### config.mk
export PLATFORM = sky130hd
export DESIGN_NAME = song_player
export DESIGN_NICKNAME = d
export VERILOG_FILES = /design/src/rtl/piano_pkg.sv /design/src/rtl/song_rom.sv /design/src/rtl/song_player.sv
export SDC_FILE = /design/constraint.sdc
export NUM_CORES = 1
export LEC_CHECK = 0
export CORE_MARGIN = 10
export CORE_UTILIZATION = 52
export DETAILED_ROUTE_END_ITERATION = 8
export HOLD_SLACK_MARGIN = 0.08
export PLACE_DENSITY = 0.8
export SLEW_MARGIN = 20
export SYNTH_ARGS = -nofsm -noshare
export SYNTH_HDL_FRONTEND = slang
export SYNTH_SLANG_ARGS = --single-unit
### constraint.sdc
create_clock -name CLK -period 4.32 [get_ports CLK]
set_input_delay 0.864 -clock CLK [delete_from_list [all_inputs] [get_ports CLK]]
set_output_delay 0.864 -clock CLK [all_outputs]
set_load 0.01 [all_outputs]
### src/rtl/piano_pkg.sv
// Shared piano definitions: note codes, ROM entry layout, sequencer states
// and the note-to-LED mapping used by every block on the note bus.
package piano_pkg;

  localparam int NOTE_W  = 4;
  localparam int DUR_W   = 2;
  localparam int ENTRY_W = DUR_W + NOTE_W;
  localparam int LED_W   = 8;

  localparam logic [NOTE_W-1:0] NOTE_NONE = 4'd0;
  localparam logic [NOTE_W-1:0] NOTE_C    = 4'd1;
  localparam logic [NOTE_W-1:0] NOTE_D    = 4'd2;
  localparam logic [NOTE_W-1:0] NOTE_E    = 4'd3;
  localparam logic [NOTE_W-1:0] NOTE_F    = 4'd4;
  localparam logic [NOTE_W-1:0] NOTE_G    = 4'd5;
  localparam logic [NOTE_W-1:0] NOTE_A    = 4'd6;
  localparam logic [NOTE_W-1:0] NOTE_B    = 4'd7;
  localparam logic [NOTE_W-1:0] NOTE_C2   = 4'd8;

  typedef enum logic [1:0] {
    ST_IDLE = 2'd0,
    ST_PLAY = 2'd1,
    ST_GAP  = 2'd2
  } state_t;

  typedef struct packed {
    logic [DUR_W-1:0]  dur;
    logic [NOTE_W-1:0] note;
  } rom_entry_t;

  // Codes above C2 have no LED and light nothing.
  function automatic logic [LED_W-1:0] note_to_led(input logic [NOTE_W-1:0] n);
    logic [LED_W-1:0] r;
    r = '0;
    if (n != NOTE_NONE && n <= NOTE_C2)
      r[3'(n - 4'd1)] = 1'b1;
    return r;
  endfunction

endpackage

### src/rtl/song_rom.sv
// Ode to Joy phrase table: index -> {beats, note}. Unused indices play nothing.
module song_rom
  import piano_pkg::*;
(
  input  logic [3:0] idx,
  output rom_entry_t entry
);

  always_comb begin
    entry = '{dur: 2'd0, note: NOTE_NONE};
    case (idx)
      4'd0:  entry = '{dur: 2'd1, note: NOTE_E};
      4'd1:  entry = '{dur: 2'd1, note: NOTE_E};
      4'd2:  entry = '{dur: 2'd1, note: NOTE_F};
      4'd3:  entry = '{dur: 2'd1, note: NOTE_G};
      4'd4:  entry = '{dur: 2'd1, note: NOTE_G};
      4'd5:  entry = '{dur: 2'd1, note: NOTE_F};
      4'd6:  entry = '{dur: 2'd1, note: NOTE_E};
      4'd7:  entry = '{dur: 2'd1, note: NOTE_D};
      4'd8:  entry = '{dur: 2'd1, note: NOTE_C};
      4'd9:  entry = '{dur: 2'd1, note: NOTE_C};
      4'd10: entry = '{dur: 2'd1, note: NOTE_D};
      4'd11: entry = '{dur: 2'd1, note: NOTE_E};
      4'd12: entry = '{dur: 2'd1, note: NOTE_E};
      4'd13: entry = '{dur: 2'd1, note: NOTE_D};
      4'd14: entry = '{dur: 2'd2, note: NOTE_D};
      default: entry = '{dur: 2'd0, note: NOTE_NONE};
    endcase
  end

endmodule

### src/rtl/song_player.sv
// Autoplay sequencer: steps through the song ROM, sounding each note for its
// duration in beats followed by a silent gap, optionally looping.
module song_player
  import piano_pkg::*;
#(
  parameter int BEAT_CYC = 25_000_000,
  parameter int GAP_CYC  = 5_000_000,
  parameter int SONG_LEN = 15
) (
  input  logic       CLK,
  input  logic       RESET,
  input  logic       start,
  input  logic       stop,
  input  logic       loop,
  output logic [3:0] note,
  output logic [7:0] Led,
  output logic       busy,
  output logic       done,
  output logic [3:0] idx
);

  localparam int PLAY_MAX = 2 * BEAT_CYC;
  localparam int CNT_W    = $clog2((PLAY_MAX > GAP_CYC) ? PLAY_MAX : GAP_CYC) + 1;
  localparam logic [3:0] LAST_IDX = 4'(SONG_LEN - 1);

  state_t           state_reg, state_next;
  logic [CNT_W-1:0] cnt_reg, cnt_next;
  logic [1:0]       dur_reg, dur_next;
  logic [3:0]       idx_reg, idx_next;
  logic [3:0]       note_reg, note_next;
  logic [7:0]       led_reg;
  logic             busy_reg, busy_next;
  logic             done_reg, done_next;
  logic [3:0]       rom_addr;
  rom_entry_t       rom_entry;
  logic [CNT_W-1:0] play_last;

  // The ROM is addressed with the entry about to be loaded, not the one sounding.
  assign rom_addr = (state_reg == ST_GAP && idx_reg != LAST_IDX) ? 4'(idx_reg + 4'd1) : 4'd0;

  song_rom u_rom (
    .idx   (rom_addr),
    .entry (rom_entry)
  );

  assign play_last = CNT_W'(dur_reg) * CNT_W'(BEAT_CYC) - CNT_W'(1);

  always_comb begin
    state_next = state_reg;
    cnt_next   = cnt_reg;
    dur_next   = dur_reg;
    idx_next   = idx_reg;
    note_next  = note_reg;
    busy_next  = busy_reg;
    done_next  = 1'b0;
    if (stop) begin
      state_next = ST_IDLE;
      cnt_next   = '0;
      dur_next   = '0;
      idx_next   = '0;
      note_next  = NOTE_NONE;
      busy_next  = 1'b0;
    end else begin
      case (state_reg)
        ST_IDLE: begin
          note_next = NOTE_NONE;
          if (start) begin
            state_next = ST_PLAY;
            cnt_next   = '0;
            idx_next   = '0;
            note_next  = rom_entry.note;
            dur_next   = rom_entry.dur;
            busy_next  = 1'b1;
          end
        end
        ST_PLAY: begin
          if (cnt_reg == play_last) begin
            state_next = ST_GAP;
            cnt_next   = '0;
            note_next  = NOTE_NONE;
          end else begin
            cnt_next = cnt_reg + CNT_W'(1);
          end
        end
        ST_GAP: begin
          if (cnt_reg == CNT_W'(GAP_CYC - 1)) begin
            cnt_next = '0;
            if (idx_reg != LAST_IDX || loop) begin
              state_next = ST_PLAY;
              idx_next   = rom_addr;
              note_next  = rom_entry.note;
              dur_next   = rom_entry.dur;
            end else begin
              state_next = ST_IDLE;
              idx_next   = '0;
              busy_next  = 1'b0;
              done_next  = 1'b1;
            end
          end else begin
            cnt_next = cnt_reg + CNT_W'(1);
          end
        end
        default: begin
          state_next = ST_IDLE;
          cnt_next   = '0;
          idx_next   = '0;
          note_next  = NOTE_NONE;
          busy_next  = 1'b0;
        end
      endcase
    end
  end

  always_ff @(posedge CLK or posedge RESET) begin
    if (RESET) begin
      state_reg <= ST_IDLE;
      cnt_reg   <= '0;
      dur_reg   <= '0;
      idx_reg   <= '0;
      note_reg  <= NOTE_NONE;
      led_reg   <= '0;
      busy_reg  <= 1'b0;
      done_reg  <= 1'b0;
    end else begin
      state_reg <= state_next;
      cnt_reg   <= cnt_next;
      dur_reg   <= dur_next;
      idx_reg   <= idx_next;
      note_reg  <= note_next;
      led_reg   <= note_to_led(note_next);
      busy_reg  <= busy_next;
      done_reg  <= done_next;
    end
  end

  assign note = note_reg;
  assign Led  = led_reg;
  assign busy = busy_reg;
  assign done = done_reg;
  assign idx  = idx_reg;

endmodule

# Word level (Yosys, flattened, before mapping)
# Memory sizes are Yosys's and may differ from the RTL's.
# Index checks and enable logic that the tools add are counted.
# classes
n_addsub	4
mul	1
order_cmp	3
n_eq_ne	11
muxes	40
reduce_logical	11
# ops
cell	n
2-to-1 mux 27 bit	4
case mux 27 bit (3 select lines)	1
2-to-1 mux 4 bit	10
adder 27 x 1 -> 27 bit, second input constant	1
== test 27 x 23 -> 1 bit, second input constant	1
== test 27 bit	1
subtractor 27 x 1 -> 27 bit, second input constant	1
case mux 4 bit (3 select lines)	2
multiplier 2 x 19 -> 21 bit, second input constant	1
2-to-1 mux 2 bit	8
2-to-1 mux 1 bit	10
!= test 3 bit, second input constant	3
2-to-1 mux 8 bit	1
AND reduction 4 bit	2
!= test 3 x 2 -> 1 bit, second input constant	2
case mux 2 bit (3 select lines)	1
AND reduction 3 bit	2
adder 4 x 1 -> 4 bit, second input constant	1
less-or-equal comparator 4 bit, second input constant	1
less-than comparator 3 x 4 -> 1 bit, second input constant	1
!= test 4 bit, second input constant	1
case mux 2 bit (2 select lines)	1
nonzero test 4 bit	1
demux 1 bit (select 3 bit)	1
other kinds (10)	12
# totals
reg_bits	49
mem_bits_ro	80
inputBits	5
out_inout_bits	18
wordCells	79
memories	1
# memory_table
memory	depth	width	read_ports	rd_clocked_by_memory_dff	write_ports	line_no	source
(name not given)	16	5	1	0	0	song_rom.sv:11	case (idx)

# Longest topological paths before layout
# An unclocked memory read counts as a cell.
# depth
ltp_word	14
mapped_depth	12
ltp_nobuf	12

# Modules after synthesis
# From an unflattened synthesis, not the netlist that was laid out.
# hier_totals
cells_unflattened	380
area_unflattened_um2	3325.7
# by_module_without_submodules
mod	instances	cells_each	area_per_inst_um2	seq_area_each_um2
song_player	1	367	3239.4	1226.2
song_rom	1	13	86.3	0.0

# Least setup slack after synthesis
# Ideal clock, no wire load.
# synth_timing
path_kind	flip-flop to flip-flop
start	reg dur_reg[0]
end	reg led_reg[6], in the netlist Led[6]
setup_time_ps	88
arrival_time_ps	2933
t_required_ps	4232
path_slack_ps	1299
path_stages_with_launch	13
n_path_buf	0
period_less_slack_ps	3021
path_cell_list	dfrtp_1 inv_1 ha_1 or3b_1 a211o_1 or4_4 o41ai_4 a221oi_2 inv_2 ha_1 nand4b_1 o31ai_1 nor3b_1
# synth_via
elab_chain_cells	12
word_cells_on_any_way	16
classes_between	add/sub: 2; mul: 1; order compare: 3; eq/ne: 1; mux: 6; reduce/logical: 3
# synth_lines
element	line_no	source
start, declared	song_player.sv:28	logic [1:0] dur_reg, dur_next;
start signal, assigned	song_player.sv:127	dur_reg <= dur_next;
multiplier 2 x 19 -> 21 bit (*)	song_player.sv:46	assign play_last = CNT_W'(dur_reg) * CNT_W'(BEAT_CYC) - CNT_W'(1);
subtractor 27 x 1 -> 27 bit (*)	song_player.sv:46	
== test 27 bit (*)	song_player.sv:77	if (cnt_reg == play_last) begin
2-to-1 mux 4 bit (*)	song_player.sv:77	
case mux 4 bit (3 select lines) (*)	song_player.sv:64	case (state_reg)
2-to-1 mux 4 bit (*)	song_player.sv:56	if (stop) begin
net note_next[1]	song_player.sv:30	logic [3:0] note_reg, note_next;
subtractor 3 x 1 -> 3 bit	piano_pkg.sv:36	r[3'(n - 4'd1)] = 1'b1;
less-than comparator 3 x 4 -> 1 bit (not written as such) or greater-or-equal comparator 3 x 1 -> 1 bit (tied branches)	piano_pkg.sv:36	
logical AND 1 bit (not written as such)	piano_pkg.sv:36	
2-to-1 mux 1 bit (not written as such)	piano_pkg.sv:36	
demux 1 bit (select 3 bit)	piano_pkg.sv:36	
2-to-1 mux 8 bit (*)	piano_pkg.sv:35	if (n != NOTE_NONE && n <= NOTE_C2)
end signal, assigned	song_player.sv:130	led_reg <= note_to_led(note_next);
end, declared	song_player.sv:31	logic [7:0] led_reg;
# Mark *: on every way through the listed nets, which the timed path passes. The rest lies on a longest branch.
# A chain may end at the register's enable or synchronous reset.

# Worst setup path after layout
# layout_timing
start	reg idx_reg[0], in the netlist idx[0]
end	reg led_reg[6], in the netlist Led[6]
# layout_via
elab_chain_cells	14
word_cells_on_any_way	21
classes_between	add/sub: 2; order compare: 3; eq/ne: 1; mux: 9; reduce/logical: 5; memory: 1
# layout_lines
element	line_no	source
start, declared	song_player.sv:29	logic [3:0] idx_reg, idx_next;
start signal, assigned	song_player.sv:128	idx_reg <= idx_next;
parallel branches: the longest is 6 deep, another holds memory read (16 x 5 bit)	n/a	
case mux 4 bit (3 select lines) (*)	song_player.sv:64	
2-to-1 mux 4 bit (*)	song_player.sv:56	
net note_next[1]	song_player.sv:30	
subtractor 3 x 1 -> 3 bit	piano_pkg.sv:36	
less-than comparator 3 x 4 -> 1 bit (not written as such) or greater-or-equal comparator 3 x 1 -> 1 bit (tied branches)	piano_pkg.sv:36	
logical AND 1 bit (not written as such)	piano_pkg.sv:36	
2-to-1 mux 1 bit (not written as such)	piano_pkg.sv:36	
demux 1 bit (select 3 bit)	piano_pkg.sv:36	
2-to-1 mux 8 bit (*)	piano_pkg.sv:35	
# Mark *: on every way through the listed nets, which the timed path passes.

==> results.cfg <==
[min_path]
min_path_cells = 1
hold_path_class = flip-flop to flip-flop
min_from = cnt_reg[3]$_DFFE_PP0P_
holdPathEnd = cnt_reg[3]$_DFFE_PP0P_

[timing]
finalHoldViolCount = 0
timing.fmax_mhz = 288
min_period_over_period_pct = 80.2
fin_skew_ns = 0.00384
finalSetupViolCount = 0
tightest_slew_ns = 0.842
slew_headroom_pct = 43.8
min_period_ns = 3.47
holdWs_ns = 0.488
slew_viol_final = 0
finalSetupTns_ns = 0
grt_setup_unrepaired = no

[placed_design]
dp.cells = 407
numPortBuffers = 22
gp_congestion = 0.857
dpl_cell_area_um2 = 3300
dp_hpwl_um = 4780

[global_routing]
grt_pass1_vias = 2498
grt_use_total_pct = 14.5
grt_pass1_wl_um = 11900
antenna_found_initial = 0
overflow = 0
grt_max_degree = 50

[route]
drtAntennaViolNets = 0
drt_iter0_markers = 158
vias_per_cell = 6.04
routed_wl_um = 6730
drc = 0
detail_route.wl_per_cell_um = 16.2
num_vias = 2507
first_pass_iters = 4

[power]
clkPwrFrac_pct = 25.4
p_int_w = 0.000874
powerDensity_nw_per_um2 = 398
swShare_pct = 35.8
ir_drop_v = 0.000278
switching_power_w = 0.000487
power_frac_seq_pct = 38.9
p_leak_nw = 1.47
combPwrFrac_pct = 35.7

[clock_tree]
cts_setup_buffers = 0
postCtsHoldBufs = 0
cts_resized = 0
clk_pin_slew_ns = 0.09
cts.sink_count = 49
root_buffer = clkbuf_8
clock_latency_ns = 0.31
cts-buffers-inserted = 5
cts_tree = yes
h-tree-depth = 2
clockBufferDepth = 2

[synth]
synth_edf_count = 0
synth_area_um2 = 3070
synth-xor-area-share_pct = 4.45
syn-num-nets = 347
synthSimpleGateAreaFrac_pct = 23.2
ys_ff_latch = 49
synth_cell_types = 60
synthMuxAreaShare_pct = 3.02
yosysSeqAreaShare_pct = 40.0
ys_warn_count = 0
dominantRegCellSynth = dfrtp_1
avgSynthCellArea_um2 = 9.33
synth-adder-area-share_pct = 5.30
synth_top_family_by_area = simple AND/OR/NAND/NOR gates
synthArstFlopShare_pct = 100
synth-compound-area-share_pct = 19.1
synth_cells = 329

[layout]
final_common_cell = dfrtp_1
multi_input_area_um2 = 1690
seq_area_um2 = 1230
largest_reg_flops = 27
utilization_pct = 61.0
nFillCells = 494
post_route_cells_drive_above_1_share_pct = 7.29
n_antenna_cell = 0
stdcell_count = 415
final_area_um2 = 3420
final_cell_mix = dfrtp_1, nand2_1, clkdlybuf4s50_1
syn_to_final_growth_pct = 11.5
fin_nets = 360

[die]
start_util_pct = 54.7
die_h_um = 96.8
chipWidth_um = 96.8
die_area_um2 = 9370
boundaryPins = 23
fp-row-count = 27
core_um2 = 5610

[critical_path]
critPathSlowestCell = xnor2_1
r2r_cells = 10
rrSetupSlack_ns = 0.85
critical_path_class = flip-flop to flip-flop
cpMostUsedCell = ha_1
r2r_end = Led[6]$_DFF_PP0_
rr_startpoint = idx[0]$_DFFE_PP0P_
required_ns = 4.53
critPathCaptureType = flip-flop
slowest_delay_ns = 0.55
crit_chain = ha_1 -> xnor2_1 -> xnor3_1 -> a21oi_1 -> a31o_2 -> a221oi_2 -> inv_2 -> ha_1 -> o31ai_1 -> nor3b_1
start_kind = flip-flop
cp_num_buf_inv = 1
cp.arrival_ns = 3.67
critPathLaunch = idx[0]$_DFFE_PP0P_
cp_num_cells = 10
crit_fanout = 8
critical_path.top_delay_family = compound AO/OA/AOI/OAI gates

[flow_run]
max_cap_viol_count = 0

[run_status]
status = finished, final reports clean
-- worst register-to-register path, stage by stage, from the launching register on --
cell      delay [ns]
dfrtp_1         0.47
ha_1            0.24
xnor2_1         0.55
xnor3_1         0.35
a21oi_1         0.09
a31o_2          0.26
a221oi_2        0.37
inv_2           0.10
ha_1            0.24
o31ai_1         0.41
nor3b_1         0.28
-- how the worst max path moves through the flow --
stage                     slack [ns]          endpoint
after floorplan                 1.30  Led[6]$_DFF_PP0_
after global placement           1.0  Led[6]$_DFF_PP0_
after detailed placement        0.80  Led[6]$_DFF_PP0_
after CTS                       0.87  Led[6]$_DFF_PP0_
after global routing            0.64  Led[6]$_DFF_PP0_
final                           0.85  Led[6]$_DFF_PP0_
-- stage by stage --
stage                     power [W]  worst slack [ns]
after CTS                   0.00137             0.870
after detailed placement    0.00102             0.805
final                       0.00136             0.853
after floorplan            0.000899              1.30
after global routing        0.00146             0.636
after global placement      0.00101             0.997
-- cells in the mapped netlist, types with 6 or more instances --
cell type  instances  share of area [%]
dfrtp_1           49                 40
mux2i_1            7                2.3
and3_1             6                1.2
inv_1             16                2.0
nand2_1           33                4.0
a31oi_1           15                3.1
nor3_1             6               0.98
nor4_1             8                1.6
xnor2_1           10                2.9
a21oi_1           19                3.1
nand3_1           20                3.3
a22o_1             9                2.6
ha_1              13                5.3
buf_2              6               0.98
clkbuf_1           9                1.1
nor2_1            18                2.2
nand2b_1           6                1.2
o21ai_0            7                1.1
-- final cells by class --
class                      count  share of cell area, %
timing repair buffer          23                   6.66
multi-input combinational    246                   49.5
clock inverter                 2                   1.10
clock buffer                   6                   2.41
inverter                      17                   1.90
tap                           72                   2.63
sequential                    49                   35.8
-- metal layers --
metal  wire length (um)  vias up  GRT usage, %
met1               3120     1203          18.3
met3                406        6          4.97
li1                   -     1235             -
met5                  0        -             0
met4                 55        0          3.38
met2               3150       63          23.2
-- power by group through the flow --
stage | clock network (W) | logic, W | registers, W
after floorplan | 0 | 0.000361 | 0.000539
after global placement | 0 | 0.000472 | 0.000536
after detailed placement | 0 | 0.000484 | 0.000536
after CTS | 0.000352 | 0.000487 | 0.000528
after global routing | 0.000373 | 0.000555 | 0.000535
final | 0.000346 | 0.000486 | 0.000529
-- kinds of logic (layout without fill, tap and decap cells) --
logic type / Yosys count / after routing
AOI/OAI and AO/OA: 79 / 79
adders and majority gates: 13 / 13
DFF: 49 / 49
and+or+nand+nor: 131 / 131
muxes: 9 / 9
buffers and inverters: 34 / 48
xor gates and xnor gates: 14 / 14
Power figures use the tool's default switching activity.
